### config.mk
export PLATFORM = sky130hd
export DESIGN_NAME = code_update_ctrl_flat
export DESIGN_NICKNAME = d
export VERILOG_FILES = /design/src/rtl/code_wp_pkg.sv /design/src/rtl/code_update_ctrl_if.sv /design/src/rtl/sat_counter.sv /design/src/rtl/code_update_ctrl.sv /design/src/flat_wrapper.sv
export SDC_FILE = /design/constraint.sdc
export NUM_CORES = 1
export LEC_CHECK = 0
export BUFFER_PORTS_ARGS = -buffer_cell sky130_fd_sc_hd__buf_2
export CORE_ASPECT_RATIO = 2
export CORE_MARGIN = 2
export CORE_UTILIZATION = 46
export DETAILED_ROUTE_END_ITERATION = 12
export HOLD_SLACK_MARGIN = 0.05
export PLACE_DENSITY_LB_ADDON = 0.25
export SYNTH_ARGS = -nofsm -noshare
export SYNTH_HDL_FRONTEND = slang
export SYNTH_SLANG_ARGS = --single-unit
### constraint.sdc
create_clock -name clk -period 3.65 [get_ports clk]
set_input_delay 0.73 -clock clk [delete_from_list [all_inputs] [get_ports clk]]
set_output_delay 0.73 -clock clk [all_outputs]
set_load 0.05 [all_outputs]
### src/rtl/code_wp_pkg.sv
// Shared definitions for the code write-protect controller and the code guard.
package code_wp_pkg;

   // Controller FSM states; the encoding is visible on state_o for debug.
   typedef enum logic [1:0] {
      ST_IDLE   = 2'd0,
      ST_ARMED  = 2'd1,
      ST_UPDATE = 2'd2,
      ST_SEALED = 2'd3
   } wp_state_e;

   // Boot ROM command opcodes.
   typedef enum logic [1:0] {
      OP_KEY    = 2'd0,
      OP_CLOSE  = 2'd1,
      OP_SET_WP = 2'd2,
      OP_LOCK   = 2'd3
   } wp_op_e;

   localparam logic [31:0] DEF_KEY0 = 32'hC0DE_5EED;
   localparam logic [31:0] DEF_KEY1 = 32'h5A5A_A5A5;

   // Width of the update-window down-counter.
   localparam int unsigned WIN_W = 24;

endpackage

### src/rtl/code_update_ctrl_if.sv
// Boot ROM command strobe bus into the code-update controller.
interface code_update_ctrl_if;
   import code_wp_pkg::*;

   logic        cmd_valid;
   wp_op_e      cmd_op;
   logic [31:0] cmd_data;

   modport master (output cmd_valid, output cmd_op, output cmd_data);
   modport slave  (input  cmd_valid, input  cmd_op, input  cmd_data);
endinterface

### src/rtl/sat_counter.sv
// Saturating up-counter with registered output.
module sat_counter #(
   parameter int unsigned WIDTH = 2,
   parameter int unsigned MAX   = 3
) (
   input  logic             clk,
   input  logic             rst,
   input  logic             inc_i,
   output logic [WIDTH-1:0] cnt_o
);
   localparam logic [WIDTH-1:0] CNT_MAX = WIDTH'(MAX);

   logic [WIDTH-1:0] cnt_q, cnt_d;

   // Increment on request, holding once the ceiling is reached.
   always_comb begin
      cnt_d = cnt_q;
      if (inc_i && (cnt_q != CNT_MAX)) cnt_d = cnt_q + 1'b1;
   end

   // Count register.
   always_ff @(posedge clk or posedge rst) begin
      if (rst) cnt_q <= '0;
      else     cnt_q <= cnt_d;
   end

   assign cnt_o = cnt_q;
endmodule

### src/rtl/code_update_ctrl.sv
// Two-key armed code-update window; write-protect and lock latch once it
// closes and hold until reset.
module code_update_ctrl
   import code_wp_pkg::*;
#(
   parameter logic [31:0] KEY0          = DEF_KEY0,
   parameter logic [31:0] KEY1          = DEF_KEY1,
   parameter int unsigned ARM_GAP       = 16,
   parameter int unsigned WINDOW_CYCLES = 65535,
   parameter int unsigned MAX_FAILS     = 3
) (
   input  logic               clk,
   input  logic               rst,
   code_update_ctrl_if.slave  cmd,
   output logic               update_en,
   output logic               wp_q,
   output logic               lock_o,
   output logic [1:0]         state_o,
   output logic               timeout_evt,
   output logic               key_fail,
   output logic [1:0]         fail_cnt
);
   localparam int unsigned      GAP_W     = $clog2(ARM_GAP + 1);
   localparam logic [GAP_W-1:0] GAP_LIMIT = GAP_W'(ARM_GAP);
   localparam logic [WIN_W-1:0] WIN_LOAD  = WIN_W'(WINDOW_CYCLES - 1);
   localparam logic [1:0]       FAIL_MAX  = 2'(MAX_FAILS);

   wp_state_e        state_q, state_d;
   logic [GAP_W-1:0] gap_q, gap_d;
   logic [WIN_W-1:0] win_q, win_d;
   logic             update_en_q, update_en_d;
   logic             wp_d;
   logic             lock_q, lock_d;
   logic             timeout_q, timeout_d;
   logic             key_fail_q, fail_d;

   logic is_key, is_close, is_set_wp, is_lock, is_shut, fail_max;

   assign is_key    = cmd.cmd_valid && (cmd.cmd_op == OP_KEY);
   assign is_close  = cmd.cmd_valid && (cmd.cmd_op == OP_CLOSE);
   assign is_set_wp = cmd.cmd_valid && (cmd.cmd_op == OP_SET_WP);
   assign is_lock   = cmd.cmd_valid && (cmd.cmd_op == OP_LOCK);
   assign is_shut   = is_close || is_set_wp;
   assign fail_max  = (fail_cnt == FAIL_MAX);

   // Next-state and next-output decode; commands beat gap/window expiry
   // except that gap expiry beats a late KEY1.
   always_comb begin
      // NOTE: every target gets a default before the case so no path leaves
      // a value unassigned, which would otherwise infer a latch.
      state_d   = state_q;
      gap_d     = gap_q;
      win_d     = win_q;
      wp_d      = wp_q;
      lock_d    = lock_q;
      timeout_d = 1'b0;
      fail_d    = 1'b0;

      case (state_q)
         ST_IDLE: begin
            if (is_key) begin
               // Arming is refused while protected or once the lockout is due.
               if ((cmd.cmd_data == KEY0) && !wp_q && !fail_max) begin
                  state_d = ST_ARMED;
                  gap_d   = '0;
               end else begin
                  fail_d = 1'b1;
               end
            end else if (is_set_wp) begin
               wp_d = 1'b1;
            end else if (is_lock) begin
               state_d = ST_SEALED;
            end
         end
         ST_ARMED: begin
            gap_d = gap_q + 1'b1;
            if (is_lock) begin
               state_d = ST_SEALED;
            end else if (is_shut) begin
               wp_d    = 1'b1;
               state_d = ST_IDLE;
            end else if (gap_q == GAP_LIMIT) begin
               fail_d  = 1'b1;
               state_d = ST_IDLE;
            end else if (is_key) begin
               if (cmd.cmd_data == KEY1) begin
                  state_d = ST_UPDATE;
                  win_d   = WIN_LOAD;
               end else begin
                  fail_d  = 1'b1;
                  state_d = ST_IDLE;
               end
            end
         end
         ST_UPDATE: begin
            win_d = win_q - 1'b1;
            if (is_lock) begin
               state_d = ST_SEALED;
            end else if (is_shut) begin
               wp_d    = 1'b1;
               state_d = ST_IDLE;
            end else if (win_q == '0) begin
               wp_d      = 1'b1;
               timeout_d = 1'b1;
               state_d   = ST_IDLE;
            end
         end
         ST_SEALED: ;
      endcase

      // Entering SEALED raises lock and write-protect together.
      if (state_d == ST_SEALED) begin
         lock_d = 1'b1;
         wp_d   = 1'b1;
      end
      // Lockout forces protection the cycle after the count saturates.
      if (fail_max) wp_d = 1'b1;

      update_en_d = (state_d == ST_UPDATE);
   end

   // State and registered outputs; reset clears any open window at once.
   always_ff @(posedge clk or posedge rst) begin
      if (rst) begin
         state_q     <= ST_IDLE;
         gap_q       <= '0;
         win_q       <= '0;
         update_en_q <= 1'b0;
         wp_q        <= 1'b0;
         lock_q      <= 1'b0;
         timeout_q   <= 1'b0;
         key_fail_q  <= 1'b0;
      end else begin
         // NOTE: non-blocking assignments so every register samples the
         // pre-edge values regardless of statement order.
         state_q     <= state_d;
         gap_q       <= gap_d;
         win_q       <= win_d;
         update_en_q <= update_en_d;
         wp_q        <= wp_d;
         lock_q      <= lock_d;
         timeout_q   <= timeout_d;
         key_fail_q  <= fail_d;
      end
   end

   sat_counter #(
      .WIDTH (2),
      .MAX   (MAX_FAILS)
   ) u_fail_cnt (
      .clk   (clk),
      .rst   (rst),
      .inc_i (fail_d),
      .cnt_o (fail_cnt)
   );

   assign update_en   = update_en_q;
   assign lock_o      = lock_q;
   assign state_o     = state_q;
   assign timeout_evt = timeout_q;
   assign key_fail    = key_fail_q;
endmodule

### src/flat_wrapper.sv
// flat-port wrapper written by rule: the top's interface ports become plain ports
module code_update_ctrl_flat import code_wp_pkg::*;
#(
   parameter logic [31:0] KEY0          = DEF_KEY0,
   parameter logic [31:0] KEY1          = DEF_KEY1,
   parameter int unsigned ARM_GAP       = 16,
   parameter int unsigned WINDOW_CYCLES = 65535,
   parameter int unsigned MAX_FAILS     = 3
)
  (clk, rst, update_en, wp_q, lock_o, state_o, timeout_evt, key_fail, fail_cnt, cmd_cmd_valid, cmd_cmd_op, cmd_cmd_data);
  code_update_ctrl_if cmd_i ();
  input  logic clk;
  input  logic rst;
  output logic update_en;
  output logic wp_q;
  output logic lock_o;
  output logic [1:0] state_o;
  output logic timeout_evt;
  output logic key_fail;
  output logic [1:0] fail_cnt;
  input wire logic [$bits(cmd_i.cmd_valid)-1:0] cmd_cmd_valid;
  input wire logic [$bits(cmd_i.cmd_op)-1:0] cmd_cmd_op;
  input wire logic [$bits(cmd_i.cmd_data)-1:0] cmd_cmd_data;
  assign cmd_i.cmd_valid = cmd_cmd_valid;
  assign cmd_i.cmd_op = cmd_cmd_op;
  assign cmd_i.cmd_data = cmd_cmd_data;
  code_update_ctrl #(.KEY0(KEY0), .KEY1(KEY1), .ARM_GAP(ARM_GAP), .WINDOW_CYCLES(WINDOW_CYCLES), .MAX_FAILS(MAX_FAILS)) u_core (.clk(clk), .rst(rst), .cmd(cmd_i), .update_en(update_en), .wp_q(wp_q), .lock_o(lock_o), .state_o(state_o), .timeout_evt(timeout_evt), .key_fail(key_fail), .fail_cnt(fail_cnt));
endmodule
==> summary.txt, run 1 <==
status = finished clean
root buf cell = clkbuf_8
Chip Height = 102 um
Die Width = 52.9 um
initial drt markers = 16
Via density = 5.61
Syn Area/Cell = 10.1 sq um
setup ws final = 1.04 ns
GRT met1 Usage = 22.3%
largest net degree at the start of global routing = 39
die area = 5380 sq um
fraction of registers with async set or reset after synthesis = 100%
hold path start = u_core.lock_o$_DFFE_PP0P_
Layout fillers = 438
Hold WC Path Type = reg2reg
routed wire length = 4680 um
total CTS buffers = 5
Post-Place Worst Slack = 0.676 ns
Worst Clk Skew = 0.00537 ns
global-route wire length before repair = 8060 um
Seq cells post-synth = 38
Final Wtd Congestion = 0.798
Port Buf Inserts = 45
post-layout min period = 2.61 ns
max_slew headroom = 64.8%
pwr dens = 465 nW/um^2
worst path required time = 3.82 ns
reg2reg start = u_core.u_fail_cnt.cnt_o[0]$_DFFE_PP0P_
layout cell share with drive strength beyond 1 = 23.7%
RSZ-0062 raised after global routing = no
P&R area growth vs syn = 16.9%
setup repair bufs after CTS = 0
R2R Setup Slk = 1.11 ns
number of global-route vias before repair = 1,883
antenna cell count = 0
Crit. End Element = flip-flop
Top FF cell, synth = dfrtp_1
Crit Path Class = in2reg
WHS Endpoint = u_core.lock_o$_DFFE_PP0P_
CP arrival = 2.78 ns
Via Count = 1,802
gr busiest metal = met2
TNS Setup = 0 ns
row count = 35
Bufs on Longest Clock Path = 2
max frequency = 0.383 GHz
Ports = 46
post-DP HPWL = 3590 um
initial core utilization = 47.8%
Setup violations, final = 0
Slew @ Worst Pin = 0.523 ns
CTS resizes = 0
CTS tree = done
GRT Util Overall = 19.6%
core area = 4600 sq um
reg-to-reg endpoint = u_core.u_fail_cnt.cnt_o[1]$_DFFE_PP0P_
final worst-path cycle share = 71.5%
TritonRoute pass-1 iters = 4
VDD IR max = 0.307 mV
GR Util met3 = 3.24%
post-synth cell types = 56
Slew Limit Fails = 0
routed len/inst = 14.6 um
startpoint types = input pin
clock sinks = 38
Synth Net Count = 259
# nets final = 306
met2 GRT Util = 36.0%
grt ovf = 0
final hold violation count = 0
sequential cell area fraction in the yosys report = 43.3%
R2R depth = 6
cell area after synthesis = 2200 sq um
H-Tree Level Count = 2
YS warnings = 0
hold path cells = 1
LEAKAGE = 1.00 nW
Final ANT Viol Nets = 0
Mapped Cells = 218
antenna violations before repair = 0
CTS clk-pin slew, worst paths = 0.07 ns
Skew-Pair Late Insertion Delay = 0.29 ns
cts-stage hold buffer count = 0
crit-path max FO = 12
DR DRC count = 0
EDFF count, synth = 0
max-cap viol count = 0
cells in the final DEF (no fill, tap or decap), types with 2 or more instances in the layout:
cell type,Yosys,layout
nand4b_1,4,4
o211ai_1,5,5
xnor2_1,9,9
clkbuf_1,5,2
nor3b_1,3,3
mux2i_1,5,5
nor4bb_1,2,2
or2_0,2,2
nand3_1,5,5
a22oi_1,2,2
and2_1,2,2
nor2b_1,2,2
buf_4,0,2
a21o_1,3,3
o21ai_0,11,11
dfrtp_1,38,38
nor4_1,6,6
nor2_1,11,11
xor2_1,7,7
nand2_1,20,20
nand2b_1,3,3
inv_1,8,8
ha_1,4,4
nand3b_1,4,4
nor4_4,3,3
or4_1,2,2
buf_2,0,45
or2_1,4,4
nor3_1,9,9
clkbuf_8,1,5
o21ai_1,3,3
nand4_1,4,4
or4b_1,3,3
a22o_1,4,4
layout make-up:
cell class	count	area, sq um	share of cell area, %
timing repair buffer	47	240	9.35
multi-input combinational	164	1170	45.5
clock buffer	7	76.3	2.97
sequential	38	951	37.0
tap	55	68.8	2.68
clock inverter	1	30.0	1.17
inverter	9	33.8	1.31
through the flow:
stage / power [mW] / hold WS (ns) / cell area (sq um) / instances / util [%]
after floorplan: 0.766 / 0.439 / 2200 / 218 / -
after global placement: 0.845 / 0.440 / 2460 / 313 / 53.6
after detailed placement: 0.855 / 0.450 / 2460 / 313 / 53.6
after CTS: 1.21 / 0.468 / 2570 / 321 / 55.9
after global routing: 1.27 / 0.474 / 2570 / 321 / 55.9
final: 1.20 / 0.464 / 2570 / 321 / 55.9
cells by family after synthesis:
family / Yosys count / share of synthesized area (%)
flip-flops: 38 / 43.3
AND/OR/NAND/NOR: 99 / 29.5
buffers and inverters: 16 / 3.53
multiplexers: 7 / 3.30
XOR/XNOR: 16 / 6.37
adder cells (fa/ha/maj): 4 / 2.28
AO/OA/AOI/OAI: 38 / 11.8
cells in the mapped netlist, types with 4 or more instances:
cell type / count / area (sq um)
inv_1: 8 / 30.0
nor3_1: 9 / 45.0
nand4b_1: 4 / 35.0
dfrtp_1: 38 / 951
nand2_1: 20 / 75.1
a22o_1: 4 / 35.0
nand3b_1: 4 / 30.0
nand3_1: 5 / 25.0
nor4_1: 6 / 37.5
xnor2_1: 9 / 78.8
ha_1: 4 / 50.1
o21ai_0: 11 / 55.1
nand4_1: 4 / 25.0
o211ai_1: 5 / 37.5
xor2_1: 7 / 61.3
clkbuf_1: 5 / 18.8
or2_1: 4 / 25.0
nor2_1: 11 / 41.3
mux2i_1: 5 / 50.1
worst max-delay path by stage:
| stage | from | endpoint | slack [ns] | cells after the start |
|---|---|---|---|---|
| after floorplan | u_core.u_fail_cnt.cnt_o[0]$_DFFE_PP0P_ | u_core.u_fail_cnt.cnt_o[1]$_DFFE_PP0P_ | 1.15 | 6 |
| after global placement | cmd_cmd_data[1] | u_core.u_fail_cnt.cnt_o[1]$_DFFE_PP0P_ | 0.78 | 6 |
| after detailed placement | cmd_cmd_data[1] | u_core.win_q[1]$_DFFE_PP0P_ | 0.68 | 6 |
| after CTS | cmd_cmd_data[1] | u_core.win_q[1]$_DFFE_PP0P_ | 0.98 | 6 |
| after global routing | cmd_cmd_data[1] | u_core.win_q[1]$_DFFE_PP0P_ | 0.78 | 6 |
| final | cmd_cmd_data[1] | u_core.u_fail_cnt.cnt_o[1]$_DFFE_PP0P_ | 1.04 | 6 |
worst max-delay path: stages:
cell and delay [ns]:
buf_2 0.09, or2_2 0.28, nor4_1 0.47, nand4_1 0.46, a22oi_1 0.40, mux2_1 0.35
metal layers:
metal  up-vias  part of all wire [%]
li1        891                     -
met1       859                    39
met2        47                    55
met3         5                   3.7
met4         0                   1.4
met5         -                     0
report_power, final:
group          switching [mW]  internal (mW)
logic                   0.172          0.123
registers              0.0638          0.485
clock network           0.147          0.205
state kept, by name, summed over array words and instances (netlist names):
signal	count
u_core.gap_q	5
u_core.u_fail_cnt.cnt_o	2
u_core.win_q	24
u_core.update_en	1
u_core.wp_q	1
u_core.state_o	2
u_core.timeout_evt	1
u_core.lock_o	1
u_core.key_fail	1
Power figures use the tool's default switching activity.
==> run 2, diff against run 1 <==
==> constraint.sdc (replaced) <==
create_clock -name clk -period 2.55 [get_ports clk]
set_input_delay 0.51 -clock clk [delete_from_list [all_inputs] [get_ports clk]]
set_output_delay 0.51 -clock clk [all_outputs]
set_load 0.05 [all_outputs]
==> run 2 against run 1 <==
Worst setup slack worse by 0.83 ns. First-iteration DRC count grew 19%. Register-to-register slack got worse by 0.90 ns. Largest cell class unchanged. Highest routed layer unchanged. Sequential cell count stayed put. Utilization increased by 1.4 points. Global-route usage rose by 1.5 points. Largest power group unchanged. Combinational power up 50%.
==> summary.txt, run 2 (synthesis results as in run 1) <==
pwr dens = 624 nW/um^2 (+34%)
Tot Pwr = 1.64 mW (+38%)
setup repair bufs after CTS = 0 (unchanged)
global-route wire length before repair = 8350 um (+3.6%)
cell family contributing the most delay on the critical path = simple AND/OR/NAND/NOR gates
RSZ-0062 raised after global routing = no
Setup violations, final = 0 (unchanged)
worst path required time = 2.73 ns (-1.09 ns)
Crit-path slowest cell = or4b_1
Slew @ Worst Pin = 0.509 ns (-0.0139 ns)
Slew Limit Fails = 0 (unchanged)
Crit. End Element = flip-flop
largest net degree at the start of global routing = 39 (unchanged)
routed len/inst = 14.8 um (+1.5%)
max-cap viol count = 0 (unchanged)
cts-stage hold buffer count = 0 (unchanged)
CP arrival = 2.52 ns (-0.26 ns)
crit-path max cell delay = 0.47 ns (about the same)
root buf cell = clkbuf_8
worst hold slack = 0.321 ns (-0.143 ns)
Skew-Pair Late Insertion Delay = 0.29 ns (about the same)
final worst-path cycle share = 91.8%
TNS Setup = 0 ns (unchanged)
commonest non-fill, non-tap cell in the layout = buf_2
CP bufs+invs = 0 (-1)
Chip Height = 102 um (unchanged)
GRT Util Overall = 21.1% (+1.5 points)
Final ANT Viol Nets = 0 (unchanged)
post-DP HPWL = 3910 um (+8.7%)
CTS tree = done
max frequency = 0.427 GHz
# nets final = 316 (+3.3%)
P&R area growth vs syn = 19.9%
clock sinks = 38 (unchanged)
H-Tree Level Count = 2 (unchanged)
LEAKAGE = 1.05 nW (+4.5%)
Port Buf Inserts = 45 (unchanged)
crit-path max FO = 4 (-8)
Bufs on Longest Clock Path = 2 (unchanged)
grt ovf = 0 (unchanged)
register area = 951 sq um (unchanged)
most frequent cells in the layout = buf_2, dfrtp_1, nand2_1
biggest regs = u_core.win_q (24), u_core.gap_q (5)
core area = 4600 sq um (unchanged)
setup ws final = 0.209 ns (-0.830 ns)
Via Count = 1,849 (+2.6%)
critical path, cell by cell = ha_1, or4b_1, nor4_1, nand4_1, a22oi_2, mux2_1
DR DRC count = 0 (unchanged)
antenna cell count = 0 (unchanged)
VDD IR max = 0.513 mV (+67%)
Crit Path Class = reg2reg
Worst Clk Skew = 0.00385 ns (-0.00152 ns)
startpoint types = flip-flop
die area = 5380 sq um (unchanged)
number of global-route vias before repair = 1,912 (+1.5%)
initial core utilization = 47.8% (unchanged)
Post-Place Worst Slack = 0.142 ns (-0.534 ns)
area of the multi-input gates = 1170 sq um (+0.43%)
Final Wtd Congestion = 0.804 (+0.75%)
status = finished clean
Ports = 46 (unchanged)
layout cell share with drive strength beyond 1 = 27.2% (+3.5 points)
row count = 35 (unchanged)
Hold WC Path Type = in2async
total CTS buffers = 5 (unchanged)
max_slew headroom = 66.0% (+1.2 points)
Die Width = 52.9 um (unchanged)
register with the most flip-flops = u_core.win_q
R2R Setup Slk = 0.21 ns (-0.90 ns)
max FFs per register = 24 (unchanged)
final hold violation count = 0 (unchanged)
routed wire length = 4900 um (+4.7%)
CTS clk-pin slew, worst paths = 0.07 ns (about the same)
Layout fillers = 419 (-4.3%)
initial drt markers = 19 (+3)
antenna violations before repair = 0 (unchanged)
TritonRoute pass-1 iters = 4 (unchanged)
Via density = 5.59 (-0.49%)
post-layout min period = 2.34 ns
-- run 2: cell types whose count changed in the layout (fill, tap and decap cells not counted), sizes merged --
| cell | previous run | this run |
|---|---|---|
| buf | 47 | 57 |
| clkinv | 1 | 2 |
| bufinv | 1 | 0 |
-- run 2: layout make-up --
type                    count  share of cell area, %
multi-input cells         164                   44.6
well taps                  55                   2.61
flip-flops and latches     38                   36.1
clock inverters             1                  0.190
repair buffers             57                   12.0
clock buffers               7                   3.28
inverters                   9                   1.28
-- run 2: worst register-to-register path: stages (launching register included) --
cell and delay (ns):
dfrtp_1 0.41, ha_1 0.25, or4b_1 0.47, nor4_1 0.27
nand4_1 0.22, a22oi_2 0.26, mux2_1 0.34
-- run 2: worst paths after layout --
path / startpoint / endpoint / cells after the start
min in group clk: u_core.lock_o$_DFFE_PP0P_ / u_core.lock_o$_DFFE_PP0P_ / 1
max reg2reg: u_core.u_fail_cnt.cnt_o[0]$_DFFE_PP0P_ / u_core.u_fail_cnt.cnt_o[1]$_DFFE_PP0P_ / 6
max: u_core.u_fail_cnt.cnt_o[0]$_DFFE_PP0P_ / u_core.u_fail_cnt.cnt_o[1]$_DFFE_PP0P_ / 6
min reg2reg: u_core.lock_o$_DFFE_PP0P_ / u_core.lock_o$_DFFE_PP0P_ / 1
max in group asynchronous: rst / u_core.gap_q[0]$_DFFE_PP0P_ / 3
min: rst / u_core.win_q[11]$_DFFE_PP0P_ / 3
-- run 2: per-stage QoR --
step                      instances  util [%]  instance area [sq um]
after CTS                       331      57.2                   2630
final                           331      57.3                   2640
after global routing            331      57.3                   2640
after global placement          323      55.2                   2540
after floorplan                 218         -                   2200
after detailed placement        323      55.2                   2540
-- run 2: repair_timing --
action	CTS	global route
setup endpoints to repair	0	1
resized for setup	0	1
hold endpoints to repair	0	0
-- run 2: layer usage --
metal	up-vias	GRT usage [%]	routed length, um
li1	910	-	-
met1	882	20.1	1690
met2	48	41.7	2940
met3	9	2.51	174
met4	0	9.86	93
met5	-	0	0
-- run 2: where the power goes --
part           total [mW]  internal (mW)  switching (mW)
clock               0.426          0.218           0.208
sequential          0.776          0.695          0.0811
combinational       0.442          0.178           0.264
total                1.64           1.09           0.553
